[config.mk]
export PLATFORM = sky130hd
export DESIGN_NAME = serial_deframer
export DESIGN_NICKNAME = d
export VERILOG_FILES = /design/src/rtl/serial_deframer.sv
export SDC_FILE = /design/constraint.sdc
export NUM_CORES = 1
export LEC_CHECK = 0
export ABC_AREA = 1
export CORE_ASPECT_RATIO = 1.5
export CORE_MARGIN = 8
export CORE_UTILIZATION = 57
export DETAILED_ROUTE_END_ITERATION = 10
export GPL_TIMING_DRIVEN = 1
export PLACE_DENSITY = 0.95
export SLEW_MARGIN = 20
export SYNTH_ARGS = -nofsm -noshare
export SYNTH_HDL_FRONTEND = slang
export SYNTH_SLANG_ARGS = --single-unit
[constraint.sdc]
create_clock -name clk -period 3.6 [get_ports clk]
set_input_delay 0.72 -clock clk [delete_from_list [all_inputs] [get_ports clk]]
set_output_delay 0.72 -clock clk [all_outputs]
set_load 0.01 [all_outputs]
[src/rtl/serial_deframer.sv]
// serial_deframer: hunts SYNC_WORD in a serial bit stream, then assembles PAYLOAD_WORDS words onto a valid/ready port.
// Define SERIAL_DEFRAMER_PARITY_EN to expect an even-parity bit after each word and expose parity_err.
module serial_deframer #(
   parameter int                DATA_W        = 8,
   parameter logic [DATA_W-1:0] SYNC_WORD     = 8'hA5,
   parameter int                PAYLOAD_WORDS = 4
) (
   input  logic                               clk,
   input  logic                               rst_n,
   input  logic                               din,
   input  logic                               din_en,
   input  logic                               out_ready,
   output logic [DATA_W-1:0]                  out_data,
   output logic                               out_valid,
   output logic                               locked,
   output logic                               overflow,
`ifdef SERIAL_DEFRAMER_PARITY_EN
   output logic                               parity_err,
`endif
   output logic [$clog2(PAYLOAD_WORDS+1)-1:0] word_cnt
);
   localparam int CW = $clog2(PAYLOAD_WORDS + 1);
   localparam int BW = $clog2(DATA_W);
`ifdef SERIAL_DEFRAMER_PARITY_EN
   typedef enum logic [1:0] {HUNT, COLLECT, CHECK} state_t;
`else
   typedef enum logic {HUNT, COLLECT} state_t;
`endif
   state_t            state_q, state_d;
   logic [DATA_W-1:0] sr_q, sr_d, acc_q, acc_d, out_data_q, out_data_d;
   logic [BW-1:0]     bit_cnt_q, bit_cnt_d;
   logic [CW-1:0]     word_cnt_q, word_cnt_d;
   logic              out_valid_q, out_valid_d, overflow_q, overflow_d;
   logic              parity_err_q, parity_err_d;
   logic              deliver;
   always_comb begin
      state_d      = state_q;
      sr_d         = sr_q;
      acc_d        = acc_q;
      bit_cnt_d    = bit_cnt_q;
      word_cnt_d   = word_cnt_q;
      out_data_d   = out_data_q;
      out_valid_d  = out_valid_q && !out_ready;
      overflow_d   = overflow_q;
      parity_err_d = 1'b0;
      deliver      = 1'b0;
      case (state_q)
         HUNT: if (din_en) begin
            sr_d = {sr_q[DATA_W-2:0], din};
            if (sr_d == SYNC_WORD) begin
               state_d    = COLLECT;
               bit_cnt_d  = '0;
               word_cnt_d = '0;
            end
         end
         // Frame end burns one cycle here; sr restarts empty so payload bits cannot fake a sync.
         COLLECT: if (word_cnt_q == CW'(PAYLOAD_WORDS)) begin
            state_d = HUNT;
            sr_d    = '0;
         end else if (din_en) begin
            acc_d     = {acc_q[DATA_W-2:0], din};
            bit_cnt_d = bit_cnt_q + 1'b1;
            if (bit_cnt_q == BW'(DATA_W - 1)) begin
               bit_cnt_d = '0;
`ifdef SERIAL_DEFRAMER_PARITY_EN
               state_d = CHECK;
`else
               word_cnt_d = word_cnt_q + 1'b1;
               deliver    = 1'b1;
`endif
            end
         end
`ifdef SERIAL_DEFRAMER_PARITY_EN
         CHECK: if (din_en) begin
            state_d      = COLLECT;
            word_cnt_d   = word_cnt_q + 1'b1;
            deliver      = ~(^acc_q ^ din);
            parity_err_d = ^acc_q ^ din;
         end
`endif
         default: state_d = HUNT;
      endcase
      if (deliver) begin
         if (!out_valid_q || out_ready) begin
            out_data_d  = acc_d;
            out_valid_d = 1'b1;
         end else begin
            overflow_d = 1'b1;
         end
      end
   end
   always_ff @(posedge clk) begin
      if (!rst_n) begin
         state_q      <= HUNT;
         sr_q         <= '0;
         acc_q        <= '0;
         bit_cnt_q    <= '0;
         word_cnt_q   <= '0;
         out_data_q   <= '0;
         out_valid_q  <= 1'b0;
         overflow_q   <= 1'b0;
         parity_err_q <= 1'b0;
      end else begin
         state_q      <= state_d;
         sr_q         <= sr_d;
         acc_q        <= acc_d;
         bit_cnt_q    <= bit_cnt_d;
         word_cnt_q   <= word_cnt_d;
         out_data_q   <= out_data_d;
         out_valid_q  <= out_valid_d;
         overflow_q   <= overflow_d;
         parity_err_q <= parity_err_d;
      end
   end
   assign out_data  = out_data_q;
   assign out_valid = out_valid_q;
   assign overflow  = overflow_q;
   assign locked    = (state_q != HUNT);
   assign word_cnt  = word_cnt_q;
`ifdef SERIAL_DEFRAMER_PARITY_EN
   assign parity_err = parity_err_q;
`else
   logic unused_parity;
   assign unused_parity = parity_err_q;
`endif
endmodule

======== Yosys cells after proc, flatten, opt, wreduce, memory -nomap -nowiden ========
Index checks and enable logic that the tools add are counted.
word-level totals
  input bits .............................. 5
  register bits after elaboration ......... 32
  word-level logic and storage cells ...... 56
  output and inout bits ................... 14
operators by class
  eq/ne operators ......................... 9
  muxes and demuxes ....................... 26
  add/subtract/negate cells ............... 2
  bitwise logic cells ..................... 2
  reduce and logical (&&, ||, !) cells .... 9
operators by type and width
  operator                                       number
  two-way mux 3 bit                              8
  two-way mux 8 bit                              3
  two-way mux 7 bit                              2
  case mux 7 bit (2 select lines)                1
  case mux 3 bit (2 select lines)                2
  two-way mux 1 bit                              9
  equality test 8 bit, second input constant     1
  != test 2 bit, second input constant           4
  adder 3 x 1 -> 3 bit, second input constant    2
  equality test 3 bit, second input constant     2
  AND reduction 2 bit                            3
  AND reduction 5 bit                            1
  != test 2 x 1 -> 1 bit, second input constant  2
  AND reduction 4 bit                            1
  logical NOT 1 bit                              2
  inverter 1 bit                                 2
  case mux 1 bit (2 select lines)                1
  logical AND 1 bit                              1
  logical OR 1 bit                               1

======== Logic depth before layout (Yosys ltp) ========
Gate-level depths: netlist of run 1.
  word-level depth ........................ 6
  depth in mapped cells ................... 11
  mapped depth without buffers ............ 10

======== Worst setup path after synthesis of run 1 ========
No wires, ideal clock.
  path kind ............................... input -> register
  start ................................... in din_en
  end ..................................... reg out_data_q[4] (netlist: out_data[4])
  setup slack ............................. 1.939 ns
  stages on the path ...................... 9
  path buffers ............................ 2
  data arrival time ....................... 1.549 ns
  cell sequence ........................... buf_2 -> nand3_4 -> inv_4 -> nand2_4 -> nor2_8 -> buf_8 -> nand2_1 -> nand2_1 -> nor2_1
on the way
  cells in the longest elaborated chain, start to end .. 4
  elaborated cells on any way between the ends .. 7
  those cells by class .................... mux: 6; reduce/logical: 1
ends and longest elaborated chain
  what                           RTL line  text
  start: declaration             11        input logic din_en,
  two-way mux 1 bit              60        end else if (din_en) begin
  two-way mux 1 bit              57        COLLECT: if (word_cnt_q == CW'(PAYLOAD_WORDS)) begin
  two-way mux 1 bit              47        case (state_q)
  AND reduction 2 bit (no line)  -
  end signal: assignment         109       out_data_q <= out_data_d;
  end: declaration               30        logic [DATA_W-1:0] sr_q, sr_d, acc_q, acc_d, out_data_q, out_data_d;
Parallel ways exist; a longest one is shown, timed or not.
A chain may end at the register's enable or synchronous reset.

======== Worst setup path after layout of run 1 ========
  start ................................... reg state_q (netlist: locked)
  end ..................................... out locked
RTL lines
  what                      RTL line  text
  start: declaration        29        state_t state_q, state_d;
  start signal: assignment  104       state_q <= state_d;
  end: declaration          15        output logic locked,
No word-level cell between the ends.

==> summary.md, run 1 <==
| Metric | Value |
|---|---|
| Outcome | complete, no violations |
| Maximum clock path buffer count | 2 |
| CTS sink count | 32 |
| Post-synth ARST share | 0% |
| CP Buf/Inv Count | 1 |
| Largest family of logic cells by synthesized area | simple AND/OR/NAND/NOR gates |
| Compound-Gate Fraction of Synth Area | 8.51% |
| Syn nets | 196 |
| Worst-margin pin slew | 0.619 ns |
| Worst rel slew slack | 58.7% |
| Pre-antenna DRT Iters | 4 |
| Worst-Skew Late Latency | 0.34 ns |
| Area of the multi-input gates | 634 um^2 |
| Initial DRC count | 46 |
| CTS tree | done |
| Fillers | 191 |
| Post-CTS setup buffers | 0 |
| Crit path DAT | 1.49 ns |
| Setup_tns | 0 ns |
| Synth cell types | 24 |
| Area Overhead vs Synth | 16.8% |
| Root Buffer | clkbuf_4 |
| Final #Nets | 215 |
| Remaining DRCs | 0 |
| CP Depth | 1 |
| Final wirelength | 2670 um |
| ANT cells | 0 |
| Chip Height | 76.3 um |
| Area share of the largest cell type after synthesis | 46.4% |
| Fraction of layout cells with a size suffix above 1 | 6.76% |
| Global-route usage over all layers | 13.3% |
| CP top delay family | buffers and inverters |
| Max-cap violation count | 0 |
| Cell area after synthesis | 1380 um^2 |
| Count of input and output buffers | 18 |
| Kind of critical path | flop to output pin |
| Met3 wire len | 128 um |
| WL met1 | 1110 um |
| RSZ-0062 raised after global routing | no |
| Worst endpoint required time | 2.88 ns |
| Routed vias | 1169 |
| Initial core utilization | 58.4% |
| Syn_area_per_cell | 7.39 um^2 |
| Wire per inst | 11.5 um |
| Post-Synth XOR/XNOR Area | 0.634% |
| VDD IR max | 0.267 mV |
| Most used DFF post-synth | dfxtp_1 |
| # setup viols final | 0 |
| Vias in the first global route | 1115 |
| Setup ws final | 1.39 ns |
| Clock transition at path regs | 0.09 ns |
| First-pass GRT wire length | 4590 um |
| Leak | 0.680 nW |
| ANT nets after route | 0 |
| PostCTS Resize Cnt | 0 |
| Die width | 56.2 um |
| Max Used Layer | met4 |
| Clock period minus worst slack | 2.21 ns |
| Area leader, netlist | dfxtp_1 |
| Gr ovfl total | 0 |
| Slew Limit Fails | 0 |
| Pin count of the biggest net entering global routing | 21 |
| Power Density | 365 nW/um^2 |
| Antenna violations before repair | 0 |
| Post-synthesis adder-cell area fraction | 3.62% |
| I/O Pins | 19 |
| Multiplexer share of the synthesized area | 0% |
| Synth Area in Simple Gates | 33.2% |
| #FFs+latches synth | 32 |
| Vias per Instance | 5.06 |
| Post-synth EDFFs | 0 |
| Hold Fails Final Rpt | 0 |
| Slowest cell on the critical path | clkdlybuf4s50_1 |
| Die Footprint | 4290 um^2 |
| Rows | 22 |
| DP HPWL | 1860 um |
| CP max FO | 8 |
| Tcrit/Tclk final | 61.5% |
| Sequential fraction of the synthesis area | 46.4% |
| Synth warn | 0 |
| Worst R2R Path Depth | 10 |
| Worst Clk Skew | 0.00278 ns |
| Hold-fix buffers, CTS | 0 |
| Slowest Stage Delay on Critical Path | 0.61 ns |
| Achievable frequency | 0.452 GHz |
| Register area | 641 um^2 |
| Met2 wire length | 1350 um |
| Core area | 2370 um^2 |
| RePlAce Congestion | 0.800 |
| Dpl ws | 1.28 ns |
| Post-Syn Instances | 187 |
| Worst hold path type | flop to flop |
| Synth cell count leaders | 50 x nand2_1, 37 x nor2_1, 32 x dfxtp_1 |
| H-tree depth | 2 |
| Top-count cell post-synth | nand2_1 |
| Worst path cell trace | clkdlybuf4s50_1 |
| Crit path launch type | flop |
| TritonCTS buffer count | 5 |
| Largest cells by area after synthesis | dfxtp_1 46%, nand2_1 14%, nor2_1 10% |
| Worst hold stages | 2 |
| Critical Path Sink Type | output pin |
-- sequential cells by signal, indices dropped and copies added, names as in the netlist --
signal,count
word_cnt,3
out_data,8
bit_cnt_q,3
locked,1
sr_q,7
out_valid,1
acc_q,8
overflow,1
-- cell usage in the layout (no fill, tap or decap), drive strengths merged --
cell type | netlist | final
a21boi | 1 | 1
a21oi | 10 | 10
clkbuf | 2 | 8
clkdlybuf4s50 | 0 | 18
dfxtp | 32 | 32
ha | 4 | 4
inv | 18 | 18
nand2 | 52 | 52
nand3 | 11 | 11
nand3b | 2 | 2
nor2 | 39 | 39
o21a | 2 | 2
o21ai | 9 | 9
xnor2 | 1 | 1
-- where the power goes --
part / switching [mW] / leakage (nW) / total (mW) / internal [mW]
logic: 0.0124 / 0.390 / 0.0196 / 0.00724
clock network: 0.117 / 0.0326 / 0.214 / 0.0962
registers: 0.000814 / 0.258 / 0.356 / 0.355
-- per-layer routing --
layer  track usage [%]  up-vias
li1                  -      620
met1              12.1      516
met2              22.7       27
met3              5.17        6
met4              9.90        0
met5                 0        -
-- cell families after synthesis --
kind of cell               count (synthesis)
xor gates and xnor gates                   1
adders and majority gates                  4
and+or+nand+nor                          104
DFF                                       32
AOI/OAI and AO/OA                         22
buffers and inverters                     24
-- worst paths after layout --
path	startpoint	end	slack, ns
worst max-delay path	locked$_SDFF_PN0_	locked	1.39
worst min-delay path	sr_q[6]$_SDFFE_PN0P_	sr_q[6]$_SDFFE_PN0P_	0.47
worst max register to register	word_cnt[0]$_SDFFE_PN0P_	out_data[1]$_SDFFE_PN0P_	1.87
worst min register to register	sr_q[6]$_SDFFE_PN0P_	sr_q[6]$_SDFFE_PN0P_	0.47
-- cell type report --
| class | instances | area share, % |
|---|---|---|
| Tap cell | 24 | 1.86 |
| Multi-Input combinational cell | 131 | 39.3 |
| Timing Repair Buffer | 18 | 11.2 |
| Sequential cell | 32 | 39.7 |
| Clock buffer | 8 | 3.64 |
| Inverter | 18 | 4.34 |
-- stage by stage --
stage | cell area [um^2] | std cells | power [mW] | hold WS, ns | util [%]
2_1_floorplan | 1380 | 187 | 0.377 | 0.441 | -
3_3_place_gp | 1560 | 223 | 0.383 | 0.450 | 65.7
3_5_place_dp | 1560 | 223 | 0.384 | 0.453 | 65.7
4_1_cts | 1610 | 231 | 0.595 | 0.467 | 68.2
5_1_grt | 1610 | 231 | 0.608 | 0.505 | 68.2
6_report | 1610 | 231 | 0.589 | 0.467 | 68.2
Power figures use the tool's default switching activity.
==> run 2: changes to the inputs <==
--- a/config.mk
+++ b/config.mk
@@ -8,10 +8,10 @@
 export ABC_AREA = 1
 export CORE_ASPECT_RATIO = 1.5
 export CORE_MARGIN = 8
-export CORE_UTILIZATION = 57
+export CORE_UTILIZATION = 53
 export DETAILED_ROUTE_END_ITERATION = 10
 export GPL_TIMING_DRIVEN = 1
-export PLACE_DENSITY = 0.95
+export PLACE_DENSITY = 0.9
 export SLEW_MARGIN = 20
 export SYNTH_ARGS = -nofsm -noshare
 export SYNTH_HDL_FRONTEND = slang
==> constraint.sdc (replaced) <==
create_clock -name clk -period 2.2 [get_ports clk]
set_input_delay 0.44 -clock clk [delete_from_list [all_inputs] [get_ports clk]]
set_output_delay 0.44 -clock clk [all_outputs]
set_load 0.01 [all_outputs]
==> run 2 against run 1 <==
Compared with the run above:
- core utilization is 2.6 points lower
- cell count rose by 0.87%
- worst setup slack worse by 1.1 ns
- via count up 0.94%
- clock skew up 0.0026 ns
- critical path type unchanged
- largest power group unchanged
==> summary.md, run 2 (synthesis gave the netlist of run 1 again) <==
| Metric | Value |
|---|---|
| Outcome | complete, no violations |
| Rows | 22 |
| Max Used Layer | met4 |
| DP HPWL | 1910 um |
| Kind of critical path | flop to output pin |
| Remaining DRCs | 0 |
| Final Power | 0.920 mW |
| Gr ovfl total | 0 |
| Antenna violations before repair | 0 |
| Layout Cell Area excl Fill | 1620 um^2 |
| Maximum clock path buffer count | 2 |
| Hold Path Origin | sr_q[6]$_SDFFE_PN0P_ |
| Slowest Stage Delay on Critical Path | 0.62 ns |
| Die width | 57.7 um |
| Initial DRC count | 33 |
| Die Footprint | 4530 um^2 |
| Pin count of the biggest net entering global routing | 21 |
| Fillers | 229 |
| Crit path DAT | 1.48 ns |
| ANT nets after route | 0 |
| Clock period minus worst slack | 1.92 ns |
| Net Sw Frac | 22.5% |
| P_sw | 0.207 mW |
| Clock transition at path regs | 0.09 ns |
| Min Hold Slack | 0.463 ns |
| Post-CTS setup buffers | 0 |
| Met2 wire length | 1340 um |
| Worst R2R Path Depth | 10 |
| Worst reg2reg path endpoint | out_data[5]$_SDFFE_PN0P_ |
| Placed cell area | 1580 um^2 |
| Dpl ws | 0.364 ns |
| Slowest cell on the critical path | clkdlybuf4s50_1 |
| Reg2reg setup slack | 0.58 ns |
| Setup ws final | 0.276 ns |
| Fraction of layout cells with a size suffix above 1 | 8.13% |
| CTS sink count | 32 |
| Leak | 0.689 nW |
| CTS tree | done |
| First-pass GRT wire length | 4700 um |
| CP max FO | 8 |
| CP top delay family | buffers and inverters |
| TritonCTS buffer count | 5 |
| Int Power | 0.712 mW |
| Max-cap violation count | 0 |
| Tcrit/Tclk final | 87.4% |
| Slew Limit Fails | 0 |
| Reg2reg start | word_cnt[0]$_SDFFE_PN0P_ |
| Met3 wire len | 99 um |
| Hold-fix buffers, CTS | 0 |
| Achievable frequency | 0.520 GHz |
| ANT cells | 0 |
| H-tree depth | 2 |
| Root Buffer | clkbuf_4 |
| Commonest non-fill, non-tap cells in the layout | 50 x nand2_1, 37 x nor2_1, 32 x dfxtp_1, 18 x clkdlybuf4s50_1, 16 x inv_1 |
| Worst endpoint required time | 1.76 ns |
| Pre-antenna DRT Iters | 4 |
| WL met1 | 1100 um |
| Power Density | 566 nW/um^2 |
| RSZ-0062 raised after global routing | no |
| Chip Height | 78.5 um |
| Worst-margin pin slew | 0.630 ns |
| Worst hold stages | 2 |
| Initial core utilization | 55.8% |
| Commonest non-fill, non-tap cell in the layout | nand2_1 |
| VDD IR max | 0.445 mV |
| Area Overhead vs Synth | 17.6% |
| Part of the power in registers | 63.3% |
| Inst Count DP | 226 |
| CP Buf/Inv Count | 1 |
| Worst path cell trace | clkdlybuf4s50_1 |
| Power share of the clock group | 32.9% |
| Fin util | 65.6% |
| Final #Nets | 218 |
| Global-route usage over all layers | 13.2% |
| Post-Layout Cell Count | 233 |
| Routed vias | 1180 |
| CP startpoint | locked$_SDFF_PN0_ |
| Hold path endpoint | sr_q[6]$_SDFFE_PN0P_ |
| Crit path launch type | flop |
| # setup viols final | 0 |
| I/O Pins | 19 |
| Count of input and output buffers | 18 |
| Vias per Instance | 5.06 |
| Wire per inst | 11.2 um |
| Final wirelength | 2620 um |
| Critical Path Sink Type | output pin |
| Core area | 2480 um^2 |
| Worst-Skew Late Latency | 0.33 ns |
| Worst Clk Skew | 0.00541 ns |
| RePlAce Congestion | 0.770 |
| Worst hold path type | flop to flop |
| PostCTS Resize Cnt | 0 |
| Worst rel slew slack | 58.0% |
| Power share of the combinational group | 3.9% |
| Setup_tns | 0 ns |
| Vias in the first global route | 1148 |
| Hold Fails Final Rpt | 0 |
## run 2: cell count changes in the layout (fill, tap and decap cells not counted), sizes merged
cell | previous run | this run
buf | 0 | 3
clkbuf | 8 | 6
clkinv | 0 | 1
## run 2: power by group through the flow
stage	combinational [mW]	sequential, mW	clock (mW)
6_report	0.0354	0.582	0.302
5_1_grt	0.0391	0.583	0.343
4_1_cts	0.0354	0.582	0.316
3_5_place_dp	0.0353	0.595	0
3_3_place_gp	0.0347	0.595	0
2_1_floorplan	0.0212	0.595	0
## run 2: layout make-up
| type | instances | area, um^2 | area share [%] |
|---|---|---|---|
| clock buffers | 6 | 41.3 | 2.54 |
| clock inverters | 1 | 5.00 | 0.308 |
| inverters | 18 | 70.1 | 4.31 |
| multi-input cells | 131 | 634 | 39.1 |
| flip-flops and latches | 32 | 641 | 39.4 |
| well taps | 24 | 30.0 | 1.85 |
| repair buffers | 21 | 203 | 12.5 |
## run 2: metal layers
metal	global-route usage [%]	vias up
met3	4.24	6
met4	9.36	0
li1	-	624
met2	22.4	21
met5	0	-
met1	13.1	529
## run 2: worst reg2reg max path: stages, from the launching register on
cell     delay (ns)
dfxtp_1        0.42
inv_1          0.07
ha_1           0.19
nand2_1        0.13
nand3_4        0.10
inv_4          0.11
nand2_4        0.10
nor2_8         0.21
nand2_1        0.09
nand2_1        0.07
nor2_1         0.03
## run 2: how the worst max path moves through the flow
stage | end | slack (ns) | cells after the start
3_5_place_dp | bit_cnt_q[2]$_SDFFE_PN0P_ | 0.36 | 8
2_1_floorplan | out_data[4]$_SDFFE_PN0P_ | 0.65 | 11
3_3_place_gp | out_data[1]$_SDFFE_PN0P_ | 0.41 | 8
5_1_grt | locked | 0.22 | 1
4_1_cts | locked | 0.26 | 1
6_report | locked | 0.28 | 1
